`config.mk`:
```
export PLATFORM = sky130hd
export DESIGN_NAME = rgb_to_yuv
export DESIGN_NICKNAME = d
export VERILOG_FILES = /design/src/rtl/rgb_to_yuv.sv
export SDC_FILE = /design/constraint.sdc
export NUM_CORES = 1
export LEC_CHECK = 0
export BUFFER_PORTS_ARGS = -buffer_cell sky130_fd_sc_hd__buf_2
export CAP_MARGIN = 40
export CORE_MARGIN = 10
export CORE_UTILIZATION = 25
export DETAILED_ROUTE_END_ITERATION = 8
export GPL_ROUTABILITY_DRIVEN = 1
export PLACE_DENSITY_LB_ADDON = 0.2
export SYNTH_ARGS = -nofsm -noshare
export SYNTH_HDL_FRONTEND = slang
export SYNTH_SLANG_ARGS = --single-unit
```
`constraint.sdc`:
```
create_clock -name clk -period 18.6 [get_ports clk]
set_input_delay 3.72 -clock clk [delete_from_list [all_inputs] [get_ports clk]]
set_output_delay 3.72 -clock clk [all_outputs]
set_load 0.1 [all_outputs]
```
`src/rtl/rgb_to_yuv.sv`:
```
// rgb_to_yuv
// Converts a stream of RGB888 pixel pairs into the 4:2:2 byte stream
// U, Y1, V, Y2, the byte order expected on the yuv_in port of the
// matching YUV-to-RGB block.
//
// Parameters
//   CHROMA_AVG  1: U/V from the pixel-pair average; 0: U/V from pixel 0 only
//
// Ports
//   clk        in   1   clock, all state changes on posedge
//   reset      in   1   synchronous, active-high
//   in_en      in   1   rgb_in valid this cycle
//   rgb_in     in   24  {R[23:16], G[15:8], B[7:0]}, unsigned
//   busy       out  1   1 = rgb_in is not accepted this cycle
//   out_valid  out  1   yuv_out carries a valid byte this cycle
//   yuv_out    out  8   Y unsigned, U/V two's complement; 00 when not valid
//
// state  | meaning
// -------+-----------------------------------------------------
// WAIT0  | idle, waiting for pixel 0 of a pair
// WAIT1  | pixel 0 held, waiting for pixel 1
// OUT_U  | driving U, input stalled
// OUT_Y1 | driving Y of pixel 0, input stalled
// OUT_V  | driving V, input stalled
// OUT_Y2 | driving Y of pixel 1; may accept the next pixel 0
module rgb_to_yuv #(
    parameter int CHROMA_AVG = 1
) (
    input  logic        clk,
    input  logic        reset,
    input  logic        in_en,
    input  logic [23:0] rgb_in,
    output logic        busy,
    output logic        out_valid,
    output logic [7:0]  yuv_out
);

    localparam logic [2:0] WAIT0  = 3'd0;
    localparam logic [2:0] WAIT1  = 3'd1;
    localparam logic [2:0] OUT_U  = 3'd2;
    localparam logic [2:0] OUT_Y1 = 3'd3;
    localparam logic [2:0] OUT_V  = 3'd4;
    localparam logic [2:0] OUT_Y2 = 3'd5;

    // Averaging two pixels doubles the sum, so one extra shift bit and a
    // doubled rounding constant give the same scale as the single-pixel path.
    localparam int               SHIFT = (CHROMA_AVG != 0) ? 9 : 8;
    localparam logic signed [18:0] RND = (CHROMA_AVG != 0) ? 19'sd256 : 19'sd128;

    logic [2:0]  state;
    logic [23:0] p0;
    logic [23:0] p1;

    always_ff @(posedge clk) begin
        if (reset) begin
            state <= WAIT0;
            p0    <= 24'd0;
            p1    <= 24'd0;
        end else begin
            case (state)
                WAIT0: begin
                    if (in_en) begin
                        p0    <= rgb_in;
                        state <= WAIT1;
                    end
                end
                WAIT1: begin
                    if (in_en) begin
                        p1    <= rgb_in;
                        state <= OUT_U;
                    end
                end
                OUT_U:  state <= OUT_Y1;
                OUT_Y1: state <= OUT_V;
                OUT_V:  state <= OUT_Y2;
                OUT_Y2: begin
                    // Y2 only reads p1, so p0 can be refilled while it is shown.
                    if (in_en) begin
                        p0    <= rgb_in;
                        state <= WAIT1;
                    end else begin
                        state <= WAIT0;
                    end
                end
                default: state <= WAIT0;
            endcase
        end
    end

    assign busy      = (state == OUT_U) || (state == OUT_Y1) || (state == OUT_V);
    assign out_valid = busy || (state == OUT_Y2);

    function automatic logic [7:0] luma(input logic [23:0] px);
        logic [17:0] acc;
        logic [17:0] sh;
        acc = 18'd77  * {10'd0, px[23:16]}
            + 18'd150 * {10'd0, px[15:8]}
            + 18'd29  * {10'd0, px[7:0]}
            + 18'd128;
        sh = acc >> 8;
        return (sh > 18'd255) ? 8'hFF : sh[7:0];
    endfunction

    function automatic logic [7:0] sat8(input logic signed [18:0] x);
        if (x > 19'sd127)
            return 8'h7F;
        else if (x < -19'sd128)
            return 8'h80;
        else
            return x[7:0];
    endfunction

    logic [8:0]         s_r, s_g, s_b;
    logic signed [18:0] c_r, c_g, c_b;
    logic signed [18:0] u_acc, v_acc;
    logic signed [18:0] u_sh, v_sh;
    logic [7:0]         u_byte, v_byte;

    always_comb begin
        if (CHROMA_AVG != 0) begin
            s_r = {1'b0, p0[23:16]} + {1'b0, p1[23:16]};
            s_g = {1'b0, p0[15:8]}  + {1'b0, p1[15:8]};
            s_b = {1'b0, p0[7:0]}   + {1'b0, p1[7:0]};
        end else begin
            s_r = {1'b0, p0[23:16]};
            s_g = {1'b0, p0[15:8]};
            s_b = {1'b0, p0[7:0]};
        end
    end

    assign c_r = $signed({10'd0, s_r});
    assign c_g = $signed({10'd0, s_g});
    assign c_b = $signed({10'd0, s_b});

    assign u_acc = 19'sd128 * c_b - 19'sd43 * c_r - 19'sd85 * c_g + RND;
    assign v_acc = 19'sd128 * c_r - 19'sd107 * c_g - 19'sd21 * c_b + RND;

    // Arithmetic shift floors negative values, matching the reference model.
    assign u_sh = u_acc >>> SHIFT;
    assign v_sh = v_acc >>> SHIFT;

    assign u_byte = sat8(u_sh);
    assign v_byte = sat8(v_sh);

    always_comb begin
        yuv_out = 8'h00;
        case (state)
            OUT_U:   yuv_out = u_byte;
            OUT_Y1:  yuv_out = luma(p0);
            OUT_V:   yuv_out = v_byte;
            OUT_Y2:  yuv_out = luma(p1);
            default: yuv_out = 8'h00;
        endcase
    end

endmodule

```
Yosys cells after proc, flatten, opt, wreduce, memory -nomap -nowiden
Cells that the tools add are included.
{"block": "totals", "register_bits": 51, "inputBits": 27, "output_inout_bits": 10, "elab_cells": 60}
{"block": "op_classes", "add_sub_neg": 15, "n_mul": 10, "magnitude_cmp": 6, "n_eq_ne": 7, "n_mux": 11, "n_reduce_logical": 8}
{"operator": "multiplier 7 x 8 -> 15 bit, first input constant", "n": 4}
{"operator": "two-way mux 8 bit", "n": 6}
{"operator": "greater-than comparator 10 x 8 -> 1 bit, second input constant", "n": 4}
{"operator": "adder 18 x 10 -> 19 bit, second input constant", "n": 2}
{"operator": "adder 17 x 13 -> 18 bit", "n": 2}
{"operator": "adder 18 x 8 -> 18 bit, second input constant", "n": 2}
{"operator": "adder 15 x 16 -> 17 bit", "n": 2}
{"operator": "multiplier 7 x 9 -> 16 bit, first input constant", "n": 2}
{"operator": "one-hot mux 8 bit (4 select lines)", "n": 1}
{"operator": "adder 8 x 8 -> 9 bit", "n": 3}
{"operator": "multiplier 5 x 8 -> 13 bit, first input constant", "n": 2}
{"operator": "less-than comparator 10 x 8 -> 1 bit, second input constant", "n": 2}
{"operator": "one-hot mux 3 bit (6 select lines)", "n": 1}
{"operator": "subtractor 17 x 15 -> 18 bit", "n": 1}
{"operator": "subtractor 17 x 17 -> 18 bit", "n": 1}
{"operator": "subtractor 16 x 15 -> 17 bit", "n": 1}
{"operator": "subtractor 16 x 16 -> 17 bit", "n": 1}
{"operator": "multiplier 6 x 9 -> 15 bit, first input constant", "n": 1}
{"operator": "multiplier 5 x 9 -> 14 bit, first input constant", "n": 1}
{"operator": "== test 3 x 2 -> 1 bit, second input constant", "n": 2}
{"operator": "== test 3 bit, second input constant", "n": 2}
{"operator": "two-way mux 3 bit", "n": 2}
{"operator": "AND reduction 2 bit", "n": 3}
{"operator": "!= test 2 bit, second input constant", "n": 2}
{"operator": "5 further kinds", "n": 7}

Logic depth before layout (Yosys ltp)
{"block": "logic_depth", "word_depth": 9, "ltp_mapped": 33, "ltp_nobuf": 33}

Worst setup path after synthesis
OpenSTA, ideal clock, no wires.
{"block": "synth_path", "path_type": "register to output", "start": "register p0[8]", "end": "output yuv_out[7]", "arrival_time_ns": 10.130, "required_time_ns": 14.880, "path_slack_ns": 4.750, "stages_incl_launch_ff": 31, "path_buffers": 0, "cell_sequence": "dfxtp_1 > ha_1 > fa_1 > a21oi_1 > nor2_1 > nor2_1 > o21bai_1 > a21oi_1 > o21bai_1 > a21oi_1 > inv_1 > ha_1 > inv_1 > fa_1 > fa_1 > inv_1 > fa_1 > inv_1 > ha_1 > and3_1 > a211oi_1 > nor2_1 > xnor2_1 > ha_1 > ha_1 > and4_1 > and4_1 > a21oi_2 > nor2b_1 > o21a_1 > o311ai_0"}
{"block": "synth_between", "elab_chain_cells": 9, "elab_cells_between_ends": 23, "cone_classes": "9 x add/sub; 3 x mul; 5 x order compare; 6 x mux"}
{"element": "from (decl)", "line": "51", "rtl": "logic [23:0] p0;"}
{"element": "from (signal assigned)", "line": "63", "rtl": "p0 <= rgb_in;"}
{"element": "from (signal assigned)", "line": "79", "rtl": "p0 <= rgb_in;"}
{"element": "adder 8 x 8 -> 9 bit", "line": "122", "rtl": "s_g = {1'b0, p0[15:8]} + {1'b0, p1[15:8]};"}
{"element": "multiplier 7 x 9 -> 16 bit", "line": "136", "rtl": "assign v_acc = 19'sd128 * c_r - 19'sd107 * c_g - 19'sd21 * c_b + RND;"}
{"element": "subtractor 16 x 16 -> 17 bit", "line": "136"}
{"element": "subtractor 17 x 15 -> 18 bit", "line": "136"}
{"element": "adder 18 x 10 -> 19 bit", "line": "136"}
{"element": "less-than comparator 10 x 8 -> 1 bit", "line": "107", "rtl": "else if (x < -19'sd128)"}
{"element": "two-way mux 8 bit", "line": "107"}
{"element": "two-way mux 8 bit", "line": "105", "rtl": "if (x > 19'sd127)"}
{"element": "one-hot mux 8 bit (4 select lines) (*)", "line": "147", "rtl": "case (state)"}
{"element": "to (decl)", "line": "35", "rtl": "output logic [7:0] yuv_out"}
Every way passes the cells marked *; elsewhere a longest branch is shown, timed or not.

Worst setup path in the final report
{"block": "layout_path", "start": "register p0[8]", "end": "output yuv_out[4]"}
Same word-level chain as after synthesis.

==> results.yml <==
critical_path:
  critical_path_required_ns: 14.88
  r2r-start: "state[0]$_SDFFE_PP0P_"
  critPathSlowestCell: "fa_1"
  critical_path_class: "reg2out"
  end_kind: "primary output"
  crit_top_cell: "ha_1"
  r2r_cells: 5
  crit_arrival_ns: 9.56
  cp_max_fo: 6
  r2r_setup_slack_ns: 16.90
  max_stage_delay_ns: 0.54
  start_kind: "register"
  r2r_end: "p0[18]$_SDFFE_PP0P_"
finish:
  nNetsFinal: 2504
  fillers: 6924
  drive_above_1_share_pct: 4.19
  ff_latch_area_sq_mm: 0.00102
  final_cell_mix: "inv_1 (427), ha_1 (419), fa_1 (172)"
  synthToLayoutAreaGrowth_pct: 8.89
  final_core_util_pct: 27.5
  final_common_cell: "inv_1"
  multi_input_comb_area_sq_mm: 0.0132
  fin_cells: 2734
placed_design:
  portBuffers: 36
  dp_hpwl_um: 39800
  gp_congestion: 0.916
  placedCellCount: 2725
floorplanning:
  dieArea_sq_mm: 0.0743
  fp.dieW_um: 273
  fp.coreArea_sq_mm: 0.0631
  io_pins: 37
  start_util_pct: 25.3
  fp-row-count: 92
  dieHeight_um: 273
grt:
  first_global_vias: 12700
  antenna_found_initial: 0
  globalRouteOverflowTotal: 0
  grt_pass1_wl_um: 71200
  grt_usage_pct: 12.1
  grt_max_degree: 42
synthesis:
  syn_avg_cell_area_sq_um: 8.60
  synth_top_area_share_pct: 32.9
  synth_warnings: 0
  synth_edf_count: 0
  syn-cell-area_sq_mm: 0.0160
  synth_nets: 2472
  ys_seq_area_share_pct: 6.40
  ys.flop_type: "dfxtp_1"
  async_reset_ff_share_pct: 0
  synth_area_leaders: "ha_1 (33%), fa_1 (22%), inv_1 (10%)"
  ys_types: 62
  syn_inst: 1854
  yosysTopAreaCell: "ha_1"
  ys_ff_latch: 51
detailed_routing:
  first_pass_iters: 4
  drc: 0
  wl_per_cell_um: 16.4
  drt-total-wl_um: 44900
  drt_iter0_drc: 539
  post_drt_via_cell_ratio: 4.51
  vias: 12300
  ant_nets: 0
clock_network:
  htreeDepth: 2
  ctsLongestPathBuffers: 2
  clk_latency_ns: 0.29
  post_cts_buffers: 0
  clk_pin_slew_ns: 0.07
  cts_inserted_buffers: 5
  cts.sinks: 51
  holdBufCountCts: 0
  cts_tree: "done"
  cts.repair.resized: 0
  root_buffer: "clkbuf_16"
hold_path:
  holdPathEnd: "p1[16]$_SDFFE_PP0P_"
  min_from: "p1[16]$_SDFFE_PP0P_"
  hold_depth: 2
  hold_path_class: "reg2reg"
timing:
  period_needed_ns: 13.28
  slew_headroom_pct: 41.1
  tightest_slew_ns: 0.872
  tns_ns: 0
  rsz0062_at_grt: "false"
  max_freq_mhz: 75.3
  drv_slew: 0
  finalHoldViolations: 0
  fin_crit_sh_pct: 71.4
  finClkSkew_ns: 0.00930
  setup_viol: 0
run_status:
  status: "completed"
job:
  max-cap-violations: 0
==> flip-flops by register name, indices dropped and copies added, names as in the netlist <==
signal and cells:
state 3, p0 24, p1 24
==> cells in the mapped netlist (19+ instances only) <==
| master | n |
|---|---|
| inv_1 | 427 |
| ha_1 | 419 |
| fa_1 | 172 |
| nand2_1 | 149 |
| a21oi_1 | 127 |
| xnor2_1 | 71 |
| dfxtp_1 | 51 |
| nor2_1 | 50 |
| o21ai_0 | 40 |
| xor2_1 | 28 |
| nor3_1 | 27 |
| a21o_1 | 23 |
| clkbuf_1 | 22 |
| o21bai_1 | 19 |
==> metal layers <==
metal,part of all wire [%],global-route usage [%]
met1,52,18.0
met2,44,19.1
met3,2.7,0.873
met4,1.4,1.62
met5,0,0
==> kinds of logic after synthesis <==
logic type	count (synthesis)	synth area share, %
flops	51	6.40
mux	2	0.141
fa+ha+maj	591	54.4
simple gates	347	10.4
buf+inv	449	10.6
compound gates	315	12.6
xor+xnor	99	5.44
==> worst max-delay path by stage <==
stage                       endpoint  cells after the start          startpoint  slack (ns)
after floorplan           yuv_out[7]                     30  p0[8]$_SDFFE_PP0P_        4.75
after global placement    yuv_out[6]                     32  p0[8]$_SDFFE_PP0P_        5.79
after detailed placement  yuv_out[4]                     32  p0[8]$_SDFFE_PP0P_        5.77
after CTS                 yuv_out[4]                     32  p0[8]$_SDFFE_PP0P_        5.40
after global routing      yuv_out[6]                     32  p0[8]$_SDFFE_PP0P_        4.70
final                     yuv_out[4]                     32  p0[8]$_SDFFE_PP0P_        5.32
==> critical path: cells and delay by family, from the launching register on <==
family | cells | cell delay (ns)
AOI/OAI and AO/OA | 7 | 1.72
xor gates and xnor gates | 2 | 0.51
adders and majority gates | 9 | 3.56
buffers and inverters | 5 | 0.93
DFF | 1 | 0.40
and+or+nand+nor | 9 | 2.11
==> per-stage QoR <==
stage / setup slack [ns] / instance area [sq um] / hold WS, ns
final: 5.32 / 17400 / 0.574
after global routing: 4.70 / 17400 / 0.594
after CTS: 5.40 / 17400 / 0.579
after detailed placement: 5.77 / 17200 / 0.559
after global placement: 5.79 / 17200 / 0.566
after floorplan: 4.75 / 16000 / 0.497
==> final cells by class <==
cell class	instances	area share (%)
multi-input cells	1354	76.3
inverters	427	9.23
well taps	846	6.09
flip-flops and latches	51	5.88
repair buffers	47	1.65
clock buffers	5	0.720
clock inverters	3	0.158
diodes	1	0.0144
Power is left out: the tool's default activity adds up to more than one toggle a clock period on the data nets, which glitch-free logic cannot reach.
